--- src/rtl/hcode_fifo_pack_32to128_pkg.sv ---
// rtl/hcode_fifo_pack_32to128_pkg.sv - shared defaults, state enum and lane mask for the 32-to-128 packer
// Purpose: width defaults, FSM state type and the helper that turns a held-lane
//          count into a per-lane keep mask (lanes at or above the count are zeroed).
// Ports:   none (package).
package hcode_fifo_pkg;

  localparam int DEF_IN_W   = 32;
  localparam int DEF_RATIO  = 4;
  localparam int DEF_OUT_W  = DEF_IN_W * DEF_RATIO;
  localparam int DEF_CNT_W  = 32;
  localparam int LANE_W     = $clog2(DEF_RATIO);

  typedef enum logic {
    ACCUM = 1'b0,
    FLUSH = 1'b1
  } state_t;

  // Bit i set means lane i holds a real word and is kept in a flushed beat.
  function automatic logic [DEF_RATIO-1:0] lane_mask(input logic [LANE_W-1:0] lanes);
    logic [DEF_RATIO-1:0] m;
    m = '0;
    for (int i = 0; i < DEF_RATIO; i++) begin
      if (i < int'(lanes)) m[i] = 1'b1;
    end
    return m;
  endfunction

endpackage

--- src/rtl/hcode_fifo_pack_32to128_if.sv ---
// rtl/hcode_fifo_pack_32to128_if.sv - host-side and subshell-side FIFO signals of the packer
// Purpose: bundles the host FWFT read port, the flush pulse and the subshell write port.
// Ports:   in_dout/in_empty_n/in_read (host FIFO), flush, out_din/out_full/out_write (subshell FIFO).
//          slave = packer view, master = environment view.
interface hcode_fifo_pack_32to128_if
  import hcode_fifo_pkg::*;
#(
  parameter int IN_W  = DEF_IN_W,
  parameter int RATIO = DEF_RATIO
);
  logic [IN_W-1:0]       in_dout;
  logic                  in_empty_n;
  logic                  in_read;
  logic                  flush;
  logic [IN_W*RATIO-1:0] out_din;
  logic                  out_full;
  logic                  out_write;

  modport slave (
    input  in_dout, in_empty_n, flush, out_full,
    output in_read, out_din, out_write
  );

  modport master (
    output in_dout, in_empty_n, flush, out_full,
    input  in_read, out_din, out_write
  );
endinterface

--- src/rtl/hcode_fifo_pack_32to128_hold.sv ---
// rtl/hcode_fifo_pack_32to128_hold.sv - single-entry output holding register with load/drain handshake
// Purpose: holds one packed beat until the subshell FIFO accepts it.
// Ports:   ap_clk, ap_rst; i_load/i_data (new beat, only when o_free); i_full (downstream full);
//          o_din (held beat), o_pend (beat valid), o_write (beat accepted this cycle),
//          o_free (register can take a new beat this cycle).
module hcode_out_hold #(
  parameter int OUT_W = 128
) (
  input  logic             ap_clk,
  input  logic             ap_rst,
  input  logic             i_load,
  input  logic [OUT_W-1:0] i_data,
  input  logic             i_full,
  output logic [OUT_W-1:0] o_din,
  output logic             o_pend,
  output logic             o_write,
  output logic             o_free
);
  logic [OUT_W-1:0] r_hold;
  logic             r_pend;
  logic             w_drain;

  assign w_drain = r_pend & ~i_full;
  // The register frees up in the same cycle it drains, so a new beat can
  // load back-to-back without a bubble.
  assign o_free  = ~r_pend | w_drain;
  assign o_write = w_drain & ~ap_rst;
  assign o_pend  = r_pend;
  assign o_din   = r_hold;

  always_ff @(posedge ap_clk) begin
    if (ap_rst) begin
      r_hold <= '0;
      r_pend <= 1'b0;
    end else if (i_load) begin
      r_hold <= i_data;
      r_pend <= 1'b1;
    end else if (w_drain) begin
      r_pend <= 1'b0;
    end
  end
endmodule

--- src/rtl/hcode_fifo_pack_32to128.sv ---
// rtl/hcode_fifo_pack_32to128.sv - packs four 32-bit host words into one 128-bit subshell beat
// Purpose: accumulator, lane counter, ACCUM/FLUSH state machine and status counters.
// Ports:   ap_clk, ap_rst; fifo (slave modport: host read port, flush, subshell write port);
//          lanes_held (words in accumulator), beat_cnt (beats written), word_cnt (words popped).
module hcode_fifo_pack_32to128
  import hcode_fifo_pkg::*;
#(
  parameter int IN_W  = DEF_IN_W,
  parameter int RATIO = DEF_RATIO,
  parameter int CNT_W = DEF_CNT_W
) (
  input  logic                             ap_clk,
  input  logic                             ap_rst,
  hcode_fifo_pack_32to128_if.slave         fifo,
  output logic [LANE_W-1:0]                lanes_held,
  output logic [CNT_W-1:0]                 beat_cnt,
  output logic [CNT_W-1:0]                 word_cnt
);
  localparam int                ACC_W = IN_W * (RATIO - 1);
  localparam int                OUT_W = IN_W * RATIO;
  localparam logic [LANE_W-1:0] LAST  = LANE_W'(RATIO - 1);

  state_t              r_state;
  state_t              w_state_nxt;
  logic [ACC_W-1:0]    r_acc;
  logic [LANE_W-1:0]   r_lanes;
  logic [LANE_W-1:0]   w_lanes_post;
  logic [CNT_W-1:0]    r_beat_cnt;
  logic [CNT_W-1:0]    r_word_cnt;
  logic                w_read;
  logic                w_load;
  logic [OUT_W-1:0]    w_load_data;
  logic                w_free;
  logic                w_write;
  logic [RATIO-1:0]    w_lane_en;
  logic [ACC_W-1:0]    w_acc_mask;

  assign w_lane_en = lane_mask(r_lanes);

  for (genvar g = 0; g < RATIO - 1; g++) begin : g_mask
    assign w_acc_mask[g*IN_W +: IN_W] = {IN_W{w_lane_en[g]}};
  end

  always_comb begin
    w_state_nxt  = r_state;
    w_read       = 1'b0;
    w_load       = 1'b0;
    w_load_data  = '0;
    w_lanes_post = r_lanes;
    unique case (r_state)
      ACCUM: begin
        // A full accumulator can only pop if the output register can take the beat.
        w_read      = fifo.in_empty_n & ((r_lanes != LAST) | w_free);
        w_load_data = {fifo.in_dout, r_acc};
        if (w_read) begin
          if (r_lanes == LAST) begin
            w_load       = 1'b1;
            w_lanes_post = '0;
          end else begin
            w_lanes_post = r_lanes + 1'b1;
          end
        end
        // Flush judged on the post-pop count: a 4th-word pop already emits the beat.
        if (fifo.flush && (w_lanes_post != '0)) w_state_nxt = FLUSH;
      end
      FLUSH: begin
        w_load_data = {{IN_W{1'b0}}, r_acc & w_acc_mask};
        if (w_free) begin
          w_load       = 1'b1;
          w_lanes_post = '0;
          w_state_nxt  = ACCUM;
        end
      end
      default: ;
    endcase
    if (ap_rst) begin
      w_read = 1'b0;
      w_load = 1'b0;
    end
  end

  always_ff @(posedge ap_clk) begin
    if (ap_rst) begin
      r_state    <= ACCUM;
      r_lanes    <= '0;
      r_acc      <= '0;
      r_beat_cnt <= '0;
      r_word_cnt <= '0;
    end else begin
      r_state <= w_state_nxt;
      r_lanes <= w_lanes_post;
      if (w_read && (r_lanes != LAST)) r_acc[r_lanes*IN_W +: IN_W] <= fifo.in_dout;
      if (w_write) r_beat_cnt <= r_beat_cnt + 1'b1;
      if (w_read)  r_word_cnt <= r_word_cnt + 1'b1;
    end
  end

  hcode_out_hold #(.OUT_W(OUT_W)) u_hold (
    .ap_clk  (ap_clk),
    .ap_rst  (ap_rst),
    .i_load  (w_load),
    .i_data  (w_load_data),
    .i_full  (fifo.out_full),
    .o_din   (fifo.out_din),
    .o_pend  (),
    .o_write (w_write),
    .o_free  (w_free)
  );

  assign fifo.in_read   = w_read;
  assign fifo.out_write = w_write;
  assign lanes_held     = r_lanes;
  assign beat_cnt       = r_beat_cnt;
  assign word_cnt       = r_word_cnt;
endmodule

--- src/flat_wrapper.sv ---
// flat-port wrapper written by rule: the top's interface ports become plain ports
module hcode_fifo_pack_32to128_flat import hcode_fifo_pkg::*;
#(
  parameter int IN_W  = DEF_IN_W,
  parameter int RATIO = DEF_RATIO,
  parameter int CNT_W = DEF_CNT_W
)
  (ap_clk, ap_rst, lanes_held, beat_cnt, word_cnt, fifo_in_dout, fifo_in_empty_n, fifo_flush, fifo_out_full, fifo_in_read, fifo_out_din, fifo_out_write);
  hcode_fifo_pack_32to128_if #(.IN_W(IN_W), .RATIO(RATIO)) fifo_i ();
  input  logic ap_clk;
  input  logic ap_rst;
  output logic [LANE_W-1:0] lanes_held;
  output logic [CNT_W-1:0] beat_cnt;
  output logic [CNT_W-1:0] word_cnt;
  input wire logic [$bits(fifo_i.in_dout)-1:0] fifo_in_dout;
  input wire logic [$bits(fifo_i.in_empty_n)-1:0] fifo_in_empty_n;
  input wire logic [$bits(fifo_i.flush)-1:0] fifo_flush;
  input wire logic [$bits(fifo_i.out_full)-1:0] fifo_out_full;
  output wire logic [$bits(fifo_i.in_read)-1:0] fifo_in_read;
  output wire logic [$bits(fifo_i.out_din)-1:0] fifo_out_din;
  output wire logic [$bits(fifo_i.out_write)-1:0] fifo_out_write;
  assign fifo_i.in_dout = fifo_in_dout;
  assign fifo_i.in_empty_n = fifo_in_empty_n;
  assign fifo_i.flush = fifo_flush;
  assign fifo_i.out_full = fifo_out_full;
  assign fifo_in_read = fifo_i.in_read;
  assign fifo_out_din = fifo_i.out_din;
  assign fifo_out_write = fifo_i.out_write;
  hcode_fifo_pack_32to128 #(.IN_W(IN_W), .RATIO(RATIO), .CNT_W(CNT_W)) u_core (.ap_clk(ap_clk), .ap_rst(ap_rst), .fifo(fifo_i), .lanes_held(lanes_held), .beat_cnt(beat_cnt), .word_cnt(word_cnt));
endmodule
--- config.mk ---
export PLATFORM = sky130hd
export DESIGN_NAME = hcode_fifo_pack_32to128_flat
export DESIGN_NICKNAME = d
export VERILOG_FILES = /design/src/rtl/hcode_fifo_pack_32to128_pkg.sv /design/src/rtl/hcode_fifo_pack_32to128_if.sv /design/src/rtl/hcode_fifo_pack_32to128_hold.sv /design/src/rtl/hcode_fifo_pack_32to128.sv /design/src/flat_wrapper.sv
export SDC_FILE = /design/constraint.sdc
export NUM_CORES = 1
export LEC_CHECK = 0
export CAP_MARGIN = 5
export CORE_UTILIZATION = 53
export CTS_BUF_LIST = sky130_fd_sc_hd__clkbuf_8
export DETAILED_ROUTE_END_ITERATION = 8
export GPL_ROUTABILITY_DRIVEN = 0
export PLACE_DENSITY_LB_ADDON = 0.2
export RECOVER_POWER = 25
export SLEW_MARGIN = 10
export SYNTH_ARGS = -nofsm -noshare
export SYNTH_HDL_FRONTEND = slang
export SYNTH_SLANG_ARGS = --single-unit
--- constraint.sdc ---
create_clock -name ap_clk -period 2.7 [get_ports ap_clk]
set_input_delay 0.54 -clock ap_clk [delete_from_list [all_inputs] [get_ports ap_clk]]
set_output_delay 0.54 -clock ap_clk [all_outputs]
set_load 0.05 [all_outputs]
After elaboration in Yosys (flattened, before gate mapping)

Index checks and enable logic that the tools add are counted.

Reductions and logical operators: 4
Order comparisons: 3
Equality and inequality tests: 3
Bitwise gates (word level): 10
Add/sub/neg operators: 4
Muxes and demuxes: 22
Shift-type cells: 2

Operators by type and width:

| cell                     | number |
|---|---|
| $pmux 128 s2             | 1 |
| $and 96x96->96           | 1 |
| $bwmux 96                | 1 |
| $shift 32x34->96 const A | 1 |
| $shiftx 32x34->96        | 1 |
| $add 32x1->32 const B    | 2 |
| $neg 7->34               | 1 |
| $mux 1                   | 13 |
| $mux 2                   | 4 |
| $lt 1x2->1 const A       | 2 |
| $ne 2x2->1 const B       | 2 |
| $not 1->1                | 4 |
| $pmux 1 s2               | 2 |
| $pmux 2 s2               | 1 |
| $reduce_bool 2->1        | 2 |
| $and 1x1->1              | 3 |
| $add 2x1->2 const B      | 1 |
| $eq 2x2->1 const B       | 1 |
| $logic_and 1x1->1        | 2 |
| $lt 2x2->1 const A       | 1 |
| $or 1x1->1               | 2 |

Logic and storage cells: 55
Bits of input ports: 37
Output and inout port bits: 196
Register bits: 292

Logic depth before layout (Yosys ltp)

Depth in word-level cells: 11
Gate-level depth with buffers: 8
Depth with buffers taken out: 6

Modules after synthesis

Synthesis repeated with hierarchy kept, for this count alone.

Cell total of the unflattened synthesis: 1367
Area, all modules: 12216.7 sq um

By module, submodules not included:

| module                  | instances | area an instance (sq um) | seq. area each (sq um) | cells an instance |
|---|---|---|---|---|
| hcode_fifo_pack_32to128 | 1         | 7526.0                   | 3263.1                 | 949 |
| hcode_out_hold          | 1         | 4690.7                   | 2582.5                 | 418 |

Least setup slack after synthesis

Ideal clock, no wire load.

Path kind: flip-flop to flip-flop
From: register u_core.r_lanes[0] (netlist: u_core.lanes_held[0])
To: register u_core.u_hold.r_hold[100] (netlist: u_core.u_hold.o_din[100])
Data required time: 2583 ps
Library setup time: 117 ps
Path slack: 152 ps
Period minus slack after synthesis: 2548 ps
Data arrival time: 2431 ps
Stages on the path, launching flop included: 9
Path buffers: 3
Cells stage by stage: dfxtp_1 ha_1 nand3_1 and3_1 clkbuf_1 and2_1 clkbuf_1 buf_2 a22o_1

Word-level cells in the longest chain between the ends: 6
Elaborated cells on any way between the ends: 8
Classes of those cells: 2 x eq/ne; 4 x mux; 2 x bitwise

Ends and longest elaborated chain:

| item                   | RTL line                           | text |
|---|---|---|
| from (decl)            | hcode_fifo_pack_32to128.sv:26      | `logic [LANE_W-1:0] r_lanes;` |
| from (signal assigned) | hcode_fifo_pack_32to128.sv:91      | `r_lanes <= w_lanes_post;` |
| $ne 2x2->1             | hcode_fifo_pack_32to128.sv:53      | `w_read = fifo.in_empty_n & ((r_lanes != LAST) \| w_free);` |
| $or 1x1->1             | hcode_fifo_pack_32to128.sv:53      |  |
| $and 1x1->1            | hcode_fifo_pack_32to128.sv:53      |  |
| $mux 1 *               | hcode_fifo_pack_32to128.sv:55      | `if (w_read) begin` |
| $pmux 1 s2 *           | hcode_fifo_pack_32to128.sv:50      | `unique case (r_state)` |
| $mux 1 *               | hcode_fifo_pack_32to128.sv:76      | `if (ap_rst) begin` |
| to (signal assigned)   | hcode_fifo_pack_32to128_hold.sv:36 | `r_hold <= i_data;` |
| to (decl)              | hcode_fifo_pack_32to128_hold.sv:19 | `logic [OUT_W-1:0] r_hold;` |

Mark *: on every way between the ends. The rest lies on a longest branch, timed or not.
A chain may end at the register's enable or synchronous reset.

Worst setup path after layout

From: register u_core.r_lanes[1] (netlist: u_core.lanes_held[1])
To: output fifo_in_read

Word-level cells in the longest chain between the ends: 5

Ends and longest elaborated chain:

| item        | RTL line                      | text |
|---|---|---|
| $ne 2x2->1  | hcode_fifo_pack_32to128.sv:53 |  |
| $or 1x1->1  | hcode_fifo_pack_32to128.sv:53 |  |
| $and 1x1->1 | hcode_fifo_pack_32to128.sv:53 |  |
| $mux 1      | hcode_fifo_pack_32to128.sv:50 |  |
| $mux 1      | hcode_fifo_pack_32to128.sv:76 |  |
| to (decl)   | flat_wrapper.sv:19            | `output wire logic [$bits(fifo_i.in_read)-1:0] fifo_in_read;` |

No other way between the ends.

==> impl_metrics.env <==
export IMPL_holdWs_ps=319
export IMPL_viasPerCell=5.88
export IMPL_max_cap_violations=0
export IMPL_cts_tree="done"
export IMPL_clockBufferDepth=3
export IMPL_overflow=0
export IMPL_drive_gt1_share_pct=7.09
export IMPL_cts_hold_buf=0
export IMPL_slew_viol_final=0
export IMPL_io_pins=233
export IMPL_post_cts_buffers=0
export IMPL_slew_headroom_pct=33.7
export IMPL_cts_sinks=292
export IMPL_antenna_left=0
export IMPL_antenna_found_initial=0
export IMPL_die_area_um2=21300
export IMPL_hold_violations=0
export IMPL_setup_violations=0
export IMPL_post_route_period_util_pct=95.5
export IMPL_synth_sequential_area_ratio_pct=53.3
export IMPL_wl_per_cell_um=18.4
export IMPL_cts_root_buf="clkbuf_8"
export IMPL_leakage_nw=4.94
export IMPL_clk_pin_slew_worst_paths_ps=60
export IMPL_synth_area_um2=11000
export IMPL_wl_um=31800
export IMPL_fp_dieW_um=146
export IMPL_p_per_area_nw_per_um2=591
export IMPL_outcome="finished, final reports clean"
export IMPL_ctsResizeCount=0
export IMPL_synth_edf_count=0
export IMPL_layout_nets=1469
export IMPL_dr_pass1_iters=6
export IMPL_drt_iter0_drc=902
export IMPL_syn2layout_area_growth_pct=31.5
export IMPL_syn_inst=1204
export IMPL_cp_max_fo=7
export IMPL_rsz0062_at_grt="no"
export IMPL_max_vdd_ir_drop_v=0.000378
export IMPL_rows=52
export IMPL_yosys_area_top_type_share_pct=53.3
export IMPL_synthFlopType="dfxtp_1"
export IMPL_final_setup_tns_ps=0
export IMPL_period_needed_ps=2580
export IMPL_grt_max_degree=71
export IMPL_yosysMostFrequentCell="dfxtp_1"
export IMPL_fmax_mhz=388
export IMPL_required_ps=2160
export IMPL_yosysWarnings=0
export IMPL_drc=0
export IMPL_synthDistinctLibCells=42
export IMPL_core_area_um2=20200
export IMPL_fin_skew_ps=18.1
export IMPL_hp_class="primary input to flop"
export IMPL_start_util_pct=54.2
export IMPL_arrival_ps=2040
export IMPL_instances_no_fill=1722
export IMPL_worstSetupStartpointType="flop"
export IMPL_grt_pass1_vias=9152
export IMPL_insertion_delay_ps=540
export IMPL_io_buffers=232
export IMPL_fillers=1574
export IMPL_vias=10100
export IMPL_power_mw=8.53
export IMPL_place_hpwl_um=21000
export IMPL_endpoint_kind="output port"
export IMPL_syn_avg_cell_area_um2=9.11
export IMPL_diodes=0
export IMPL_syn_nets=1249
export IMPL_h_tree_depth=2
export IMPL_synthTopCellsByArea="dfxtp_1, a21oi_1, a22o_1"
export IMPL_fp_dieH_um=146
export IMPL_dp_cells=1646
export IMPL_ys_async_sr_fraction_pct=0
export IMPL_yosysTopAreaCell="dfxtp_1"
export IMPL_synth_seq_cells=292
export IMPL_synth_common_cells="dfxtp_1, a21oi_1, nand2_1"
export IMPL_grt_pass1_wl_um=49100
export IMPL_tightest_slew_ps=994
export IMPL_fin_util_pct=71.3
export IMPL_grt_util_all_layers_pct=28.7
export IMPL_path_class="flop to output port"
export IMPL_numCtsBuffers=46
routing by layer:
layer	vias up	GRT usage (%)	share of wire, %
li1	4818	-	-
met1	4837	39.4	43
met2	404	44.5	46
met3	60	6.24	8.8
met4	0	10.1	2.7
met5	-	0	0
logic make-up after synthesis:
family	count (synthesis)	synth area share [%]
AND/OR/NAND/NOR	454	21.0
AO/OA/AOI/OAI	316	18.5
flip-flops	292	53.3
buffers and inverters	105	3.76
multiplexers	16	1.48
XOR/XNOR	13	1.04
adder cells (fa/ha/maj)	8	0.913
critical path, cell delays in order, from the launching register on:
cell and delay (ps):
dfxtp_1 480, ha_1 220, buf_4 130, nand3_1 160
and3_2 340, buf_12 170
worst paths after layout:
kind | start | endpoint | slack [ps] | depth (start not counted)
max | u_core.lanes_held[1] | fifo_in_read | 120 | 5
min reg2reg | u_core.u_hold.o_din[4] | u_core.u_hold.o_din[4] | 450 | 2
max reg2reg | u_core.lanes_held[1] | u_core.r_acc[84] | 190 | 8
min | ap_rst | u_core.beat_cnt[3] | 320 | 2
cells in the final DEF, fill, tap and decap left out, types with 2 or more instances in the layout:
cell             synthesis  layout
clkbuf_1                80       6
nand4_1                 24      24
nand2_1                137     137
a21oi_1                169     168
o31ai_1                 25      25
clkbuf_2                 0       5
buf_4                    0      21
clkinvlp_4               0       2
or4_1                   32      32
buf_12                   0       4
xor2_1                   9       9
clkdlybuf4s50_1          0     228
nor3b_2                  0       3
and4_1                  11      11
o41ai_1                  3       3
nor4_1                   3       3
nor2b_1                  7       7
nand3_1                131     131
o311ai_0                 3       3
and2_1                  18      18
a22o_1                  93      93
o21ai_0                 20      20
mux2_2                   2       2
inv_1                    9      23
dfxtp_1                292     292
or3_1                   15      15
ha_1                     8       8
nand4b_1                 2       2
and3_1                   9       8
xnor2_1                  4       4
nand2b_1                 2       2
clkinv_2                 0       2
clkbuf_8                 0      58
nor2_1                  53      53
mux2i_1                 14      14
through the flow:
stage | setup slack [ps] | instance area (um^2)
5_1_grt | 2.39 | 14400
3_3_place_gp | 58.4 | 13600
2_1_floorplan | 152 | 11000
6_report | 122 | 14400
4_1_cts | 82.2 | 14500
3_5_place_dp | 12.1 | 13600
where the power goes:
| group | leakage [nW] | internal (mW) | total [mW] | switching, mW |
|---|---|---|---|---|
| combinational | 2.09 | 0.178 | 0.597 | 0.419 |
| clock | 0.500 | 1.91 | 3.55 | 1.64 |
| sequential | 2.35 | 4.35 | 4.38 | 0.0283 |
| total | 4.94 | 6.44 | 8.53 | 2.09 |
state kept, by name, summed over array words and instances (netlist names):
| name | cells |
|---|---|
| u_core.beat_cnt | 32 |
| u_core.u_hold.o_pend | 1 |
| u_core.r_state | 1 |
| u_core.r_acc | 96 |
| u_core.u_hold.o_din | 128 |
| u_core.lanes_held | 2 |
| u_core.word_cnt | 32 |
final cells by class:
| class | instances | area (um^2) | area share, % |
|---|---|---|---|
| Clock buffer | 58 | 798 | 5.53 |
| Multi-Input combinational cell | 807 | 4740 | 32.8 |
| Inverter | 10 | 37.5 | 0.260 |
| Tap cell | 270 | 338 | 2.34 |
| Clock inverter | 18 | 77.6 | 0.538 |
| Sequential cell | 292 | 5850 | 40.5 |
| Timing Repair Buffer | 267 | 2590 | 18.0 |
No activity file was read; power rests on OpenSTA's default activity.
